$ cat config.mk
export PLATFORM = sky130hd
export DESIGN_NAME = led_frame_fetch
export DESIGN_NICKNAME = d
export VERILOG_FILES = /design/src/rtl/led_frame_fetch.sv
export SDC_FILE = /design/constraint.sdc
export NUM_CORES = 1
export LEC_CHECK = 0
export CAP_MARGIN = 10
export CORE_ASPECT_RATIO = 1.1
export CORE_UTILIZATION = 54
export CTS_CLUSTER_DIAMETER = 100
export DETAILED_ROUTE_END_ITERATION = 16
export PLACE_DENSITY = 0.87
export SLEW_MARGIN = 20
export SYNTH_ARGS = -nofsm -noshare
export SYNTH_HDL_FRONTEND = slang
export SYNTH_SLANG_ARGS = --single-unit
$ cat constraint.sdc
create_clock -name clk_in -period 6.05 [get_ports clk_in]
set_clock_uncertainty 0.2 [all_clocks]
set_input_delay 0.605 -clock clk_in [delete_from_list [all_inputs] [get_ports clk_in]]
set_output_delay 0.605 -clock clk_in [all_outputs]
set_load 0.05 [all_outputs]
$ cat src/rtl/led_frame_fetch.sv
// LED panel frame fetcher. For each (row pair, bit-plane) it reads the top and
// bottom pixel of every column from frame RAM, slices the current bit-plane
// out of each colour channel and presents the packed row to the panel driver
// over a valid/ready handshake. Frames are double-buffered; a requested
// buffer swap takes effect only at a frame boundary.
module led_frame_fetch #(
    parameter int NUM_ROW_PIXELS = 32,
    parameter int NUM_COL_PIXELS = 64,
    parameter int BPC            = 4,
    parameter int RAM_LATENCY    = 1,
    parameter int ADDR_W         = 32,
    localparam int ROW_W   = (NUM_ROW_PIXELS / 2 > 1) ? $clog2(NUM_ROW_PIXELS / 2) : 1,
    localparam int PLANE_W = (BPC > 1) ? $clog2(BPC) : 1
) (
    input  logic                          clk_in,
    input  logic                          reset_in,
    input  logic                          enable_in,
    input  logic                          swap_req_in,
    output logic                          swap_ack_out,
    output logic                          active_buf_out,
    output logic                          ram_rd_en_out,
    output logic [ADDR_W-1:0]             ram_address_out,
    input  logic [31:0]                   ram_rdata_in,
    output logic [6*NUM_COL_PIXELS-1:0]   row_out,
    output logic                          row_valid_out,
    input  logic                          row_ready_in,
    output logic [ROW_W-1:0]              row_address_out,
    output logic [PLANE_W-1:0]            plane_out
);

    localparam int HALF_ROWS = NUM_ROW_PIXELS / 2;
    localparam int FRAME     = NUM_ROW_PIXELS * NUM_COL_PIXELS;
    localparam int READS     = 2 * NUM_COL_PIXELS;
    localparam int CNT_W     = $clog2(READS);
    localparam int IDX_W     = $clog2(6 * NUM_COL_PIXELS);

    typedef enum logic [1:0] {IDLE, FETCH, DRAIN, PRESENT} state_t;

    state_t                       state, state_next;
    logic [CNT_W-1:0]             cnt;
    logic [ROW_W-1:0]             row_cnt;
    logic [PLANE_W-1:0]           plane_cnt;
    logic                         active_buf, swap_pending, swap_ack;
    logic [6*NUM_COL_PIXELS-1:0]  row_q;
    logic [RAM_LATENCY-1:0]       pipe_vld;
    logic [CNT_W-1:0]             pipe_idx [RAM_LATENCY];
    logic                         xfer, last_row, last_plane, frame_end;
    logic [ADDR_W-1:0]            pix_row;
    logic [CNT_W-1:0]             cap_idx;
    logic [IDX_W-1:0]             cap_base;
    logic [4:0]                   r_idx, g_idx, b_idx;
    logic [2:0]                   cap_bits;

    assign xfer       = (state == PRESENT) && row_ready_in;
    assign last_plane = (plane_cnt == PLANE_W'(BPC - 1));
    assign last_row   = (row_cnt == ROW_W'(HALF_ROWS - 1));
    assign frame_end  = xfer && last_row && last_plane;

    // State register
    always_ff @(posedge clk_in) begin
        // NOTE: sequential state uses non-blocking assignments so every register
        // samples its inputs from the same edge, independent of block order.
        if (reset_in) state <= IDLE;
        else          state <= state_next;
    end

    // Next-state decode: fetch a row, wait out RAM latency, hold until accepted
    always_comb begin
        // NOTE: default assigned first so no path leaves state_next unassigned,
        // which would otherwise infer a latch.
        state_next = state;
        case (state)
            IDLE:    if (enable_in) state_next = FETCH;
            FETCH:   if (cnt == CNT_W'(READS - 1)) state_next = DRAIN;
            DRAIN:   if (cnt == CNT_W'(RAM_LATENCY - 1)) state_next = PRESENT;
            PRESENT: if (xfer) state_next = frame_end ? IDLE : FETCH;
            default: state_next = IDLE;
        endcase
    end

    // Per-state cycle counter: read index in FETCH, latency count in DRAIN
    always_ff @(posedge clk_in) begin
        if (reset_in)                                cnt <= '0;
        else if (state_next != state)                cnt <= '0;
        else if (state == FETCH || state == DRAIN)   cnt <= cnt + CNT_W'(1);
    end

    // Read strobe and address: even reads fetch the top pixel, odd the bottom
    always_comb begin
        ram_rd_en_out   = (state == FETCH);
        pix_row         = ADDR_W'(row_cnt) + (cnt[0] ? ADDR_W'(HALF_ROWS) : '0);
        ram_address_out = '0;
        if (state == FETCH)
            ram_address_out = (active_buf ? ADDR_W'(FRAME) : '0)
                            + pix_row * ADDR_W'(NUM_COL_PIXELS)
                            + ADDR_W'(cnt[CNT_W-1:1]);
    end

    // Valid tags travelling alongside outstanding RAM reads
    always_ff @(posedge clk_in) begin
        if (reset_in) begin
            pipe_vld <= '0;
        end else begin
            pipe_vld[0] <= ram_rd_en_out;
            for (int i = 1; i < RAM_LATENCY; i++) pipe_vld[i] <= pipe_vld[i-1];
        end
    end

    // Read-index tags for outstanding RAM reads
    always_ff @(posedge clk_in) begin
        // NOTE: the index tags carry no reset; they are only consumed when the
        // matching valid tag (which is reset) is set.
        pipe_idx[0] <= cnt;
        for (int i = 1; i < RAM_LATENCY; i++) pipe_idx[i] <= pipe_idx[i-1];
    end

    // Locate the returning pixel in the row and slice out the current plane
    always_comb begin
        cap_idx  = pipe_idx[RAM_LATENCY-1];
        cap_base = IDX_W'(cap_idx[CNT_W-1:1]) * IDX_W'(6)
                 + (cap_idx[0] ? IDX_W'(3) : IDX_W'(0));
        r_idx    = 5'(plane_cnt);
        g_idx    = 5'(BPC) + r_idx;
        b_idx    = 5'(2 * BPC) + r_idx;
        cap_bits = {ram_rdata_in[b_idx], ram_rdata_in[g_idx], ram_rdata_in[r_idx]};
    end

    // Row assembly register; held untouched while the row is presented
    always_ff @(posedge clk_in) begin
        if (reset_in)                       row_q <= '0;
        else if (pipe_vld[RAM_LATENCY-1])   row_q[cap_base +: 3] <= cap_bits;
    end

    // Plane/row sequencing and frame-boundary buffer swap
    always_ff @(posedge clk_in) begin
        if (reset_in) begin
            row_cnt      <= '0;
            plane_cnt    <= '0;
            active_buf   <= 1'b0;
            swap_pending <= 1'b0;
            swap_ack     <= 1'b0;
        end else begin
            swap_ack <= 1'b0;
            if (xfer) begin
                if (last_plane) begin
                    plane_cnt <= '0;
                    row_cnt   <= last_row ? '0 : row_cnt + ROW_W'(1);
                end else begin
                    plane_cnt <= plane_cnt + PLANE_W'(1);
                end
            end
            if (frame_end) begin
                if (swap_pending || swap_req_in) begin
                    active_buf <= ~active_buf;
                    swap_ack   <= 1'b1;
                end
                swap_pending <= 1'b0;
            end else if (swap_req_in) begin
                swap_pending <= 1'b1;
            end
        end
    end

    assign row_out         = row_q;
    assign row_valid_out   = (state == PRESENT);
    assign row_address_out = row_cnt;
    assign plane_out       = plane_cnt;
    assign active_buf_out  = active_buf;
    assign swap_ack_out    = swap_ack;

endmodule

==> out/results.ini <==
[floorplan]
num_rows=70
start_util=0.555
die_height_um=197
die-area_um2=35200
die_x_um=179
fp.coreArea_um2=33500
ios=463

[pwr]
ir_drop_uv=161
pwr_density_cell_nw_per_um2=249
p_leak_nw=7.81

[routing]
vias=20900
wl_um=78700
dr.first_iter.drc_count=3500
via_per_inst=6.85
firstDrtPassIters=12
wl_per_cell_um=25.8
final_antenna_net_count=0
drc=0

[placed_design]
io_buffers=422
post-dp-hpwl_um=53700
routabilityCongestion=0.963
post-place-ws_ns=0.727
place_inst=2978

[clocking]
holdBufCountCts=0
clk_latency_ns=0.54
numClockSinks=410
cts-resized-gates=0
clock_path_buffers=3
cts_root_buf=clkbuf_16
cts_tree=built
cts_setup_buffers=0
cts_inserted_buffers=41
h-tree-depth=2
clk_pin_slew_ns=0.07

[timing]
finalSetupViolCount=0
slew_headroom=0.240
slew_violations=0
setup_slack_ns=0.518
tightest_slew_ns=1.13
fin_crit_sh=0.914
hold_slack_ns=0.216
fmax_ghz=0.181
tns_ns=0
hold_viol=0
finalCriticalPeriod_ns=5.53
grt_setup_unrepaired=no

[finish]
nets=2648
multi_input_comb_area_um2=9570
regArea_um2=8210
fillers=2514
diodes=0
area.growth.synth_to_final_pct=31.4
drive_gt1_frac=0.0676
fin_cells=3052

[synth]
ys_warn_count=0
syn_area_um2=18600
synth_flop_cell=dfxtp_1
ys_seq_elements=410
synth-edff-count=0
yosysTopAreaCell=dfxtp_1
synth_area_per_cell_um2=8.22
synthDistinctLibCells=85
syn_inst=2263
async_flop_share=0
yosys-top-cells-area=dfxtp_1 (44%), a21oi_1 (7.2%), o21ai_0 (6.9%)
synth_top_area_share=0.441
yosysSeqAreaShare=0.441

[setup_path]
critPathRequiredTime_ns=6.32
crit_arrival_ns=5.81
startpoint_type=flip-flop
crit_type=reg -> reg
end_kind=flip-flop
cp_max_fo=22
rr_worst_depth=11

[global_routing]
track_usage=0.433
overflow=0
grt_max_degree=103
grt_pass1_wl_um=116000
antenna_found_initial=1
grt_pass1_vias=19200

[status]
status=finished clean

[worst_hold_path]
hp-class=reg -> reg
holdPathStages=0

[run]
maxCapViolations=0

state kept, by name, indices dropped and copies added (netlist names), 2 cells and up:
name / count
plane_out: 2
state: 2
cnt: 7
pipe_idx: 7
row_address_out: 4
row_out: 384
kinds of logic after synthesis:
kind of cell	Yosys count	synth area share
AND/OR/NAND/NOR	772	0.207
multiplexers	51	0.0295
flip-flops	410	0.441
other	1	0.000202
adder cells (fa/ha/maj)	22	0.0152
buffers and inverters	235	0.0534
XOR/XNOR	33	0.0163
AO/OA/AOI/OAI	739	0.237
synth_stat cells, types with 16 or more instances:
cell and instances:
dfxtp_1 410, a21oi_1 268, o21ai_0 255, nand3_1 196, clkbuf_1 173, nor2_1 158, nand2_1 143, nor3_1 63
nand4_1 55, o31ai_1 54, mux2i_1 47, or4_1 44, o211ai_1 41, or3_1 38, buf_4 21, ha_1 21
buf_2 20, o41ai_1 19, xnor2_1 19, and2_1 16, inv_1 16, o311ai_0 16
metal layers:
metal,part of all wire,vias up,GRT usage
li1,-,8942,-
met1,0.35,9743,0.525
met2,0.44,1795,0.658
met3,0.13,427,0.123
met4,0.081,4,0.300
met5,0.00086,-,0.0158
cell usage in the layout, fill, tap and decap left out, drive strengths merged, types with 13 or more instances in the layout:
cell type and count:
clkdlybuf4s50 421, dfxtp 410, a21oi 268, o21ai 257, nand3 198, nor2 160
nand2 144, nor3 65, buf 61, clkbuf 58, nand4 55, o31ai 54
mux2i 47, or4 44, o211ai 42, or3 38, ha 21, conb 20
xnor2 20, o41ai 19, and2 19, inv 18, o311ai 16, a211oi 14
xor2 13
final cells by class:
class | instances | area share
multi-input cells | 1637 | 0.392
flip-flops and latches | 410 | 0.336
repair buffers | 482 | 0.193
clock buffers | 58 | 0.0483
well taps | 432 | 0.0221
clock inverters | 16 | 0.00650
inverters | 17 | 0.00261
critical path: stages, from the launching register on:
cell       delay [ns]
dfxtp_1          0.37
ha_1             0.26
fa_1             0.46
a211o_1          0.39
a21o_1           0.22
a2111oi_4        0.51
or3_1            0.26
a221o_1          0.62
and2_1           0.67
nand2_1          0.63
or4_1            0.70
a21oi_1          0.18
final timing paths:
check,start,end,slack [ns]
worst max-delay path,pipe_idx[0][1],row_out[364],0.52
worst min-delay path,cnt[6],pipe_idx[0][6],0.22
worst max register to register,pipe_idx[0][1],row_out[364],0.52
worst min register to register,cnt[6],pipe_idx[0][6],0.22
stage by stage:
step / area, µm² / power (mW) / util
detailed placement: 23100 / 3.55 / 0.689
global route: 24400 / 6.22 / 0.729
global placement: 23100 / 3.54 / 0.689
CTS: 24400 / 6.03 / 0.729
finish: 24400 / 6.10 / 0.729
floorplan: 18700 / 3.25 / -
power breakdown:
part	total, mW	switching, mW	leakage (nW)	internal, mW
registers	2.71	0.0106	3.30	2.70
clock network	2.55	1.10	0.665	1.45
logic	0.827	0.661	3.84	0.166
total	6.10	1.77	7.81	4.32
Power figures use the tool's default switching activity.
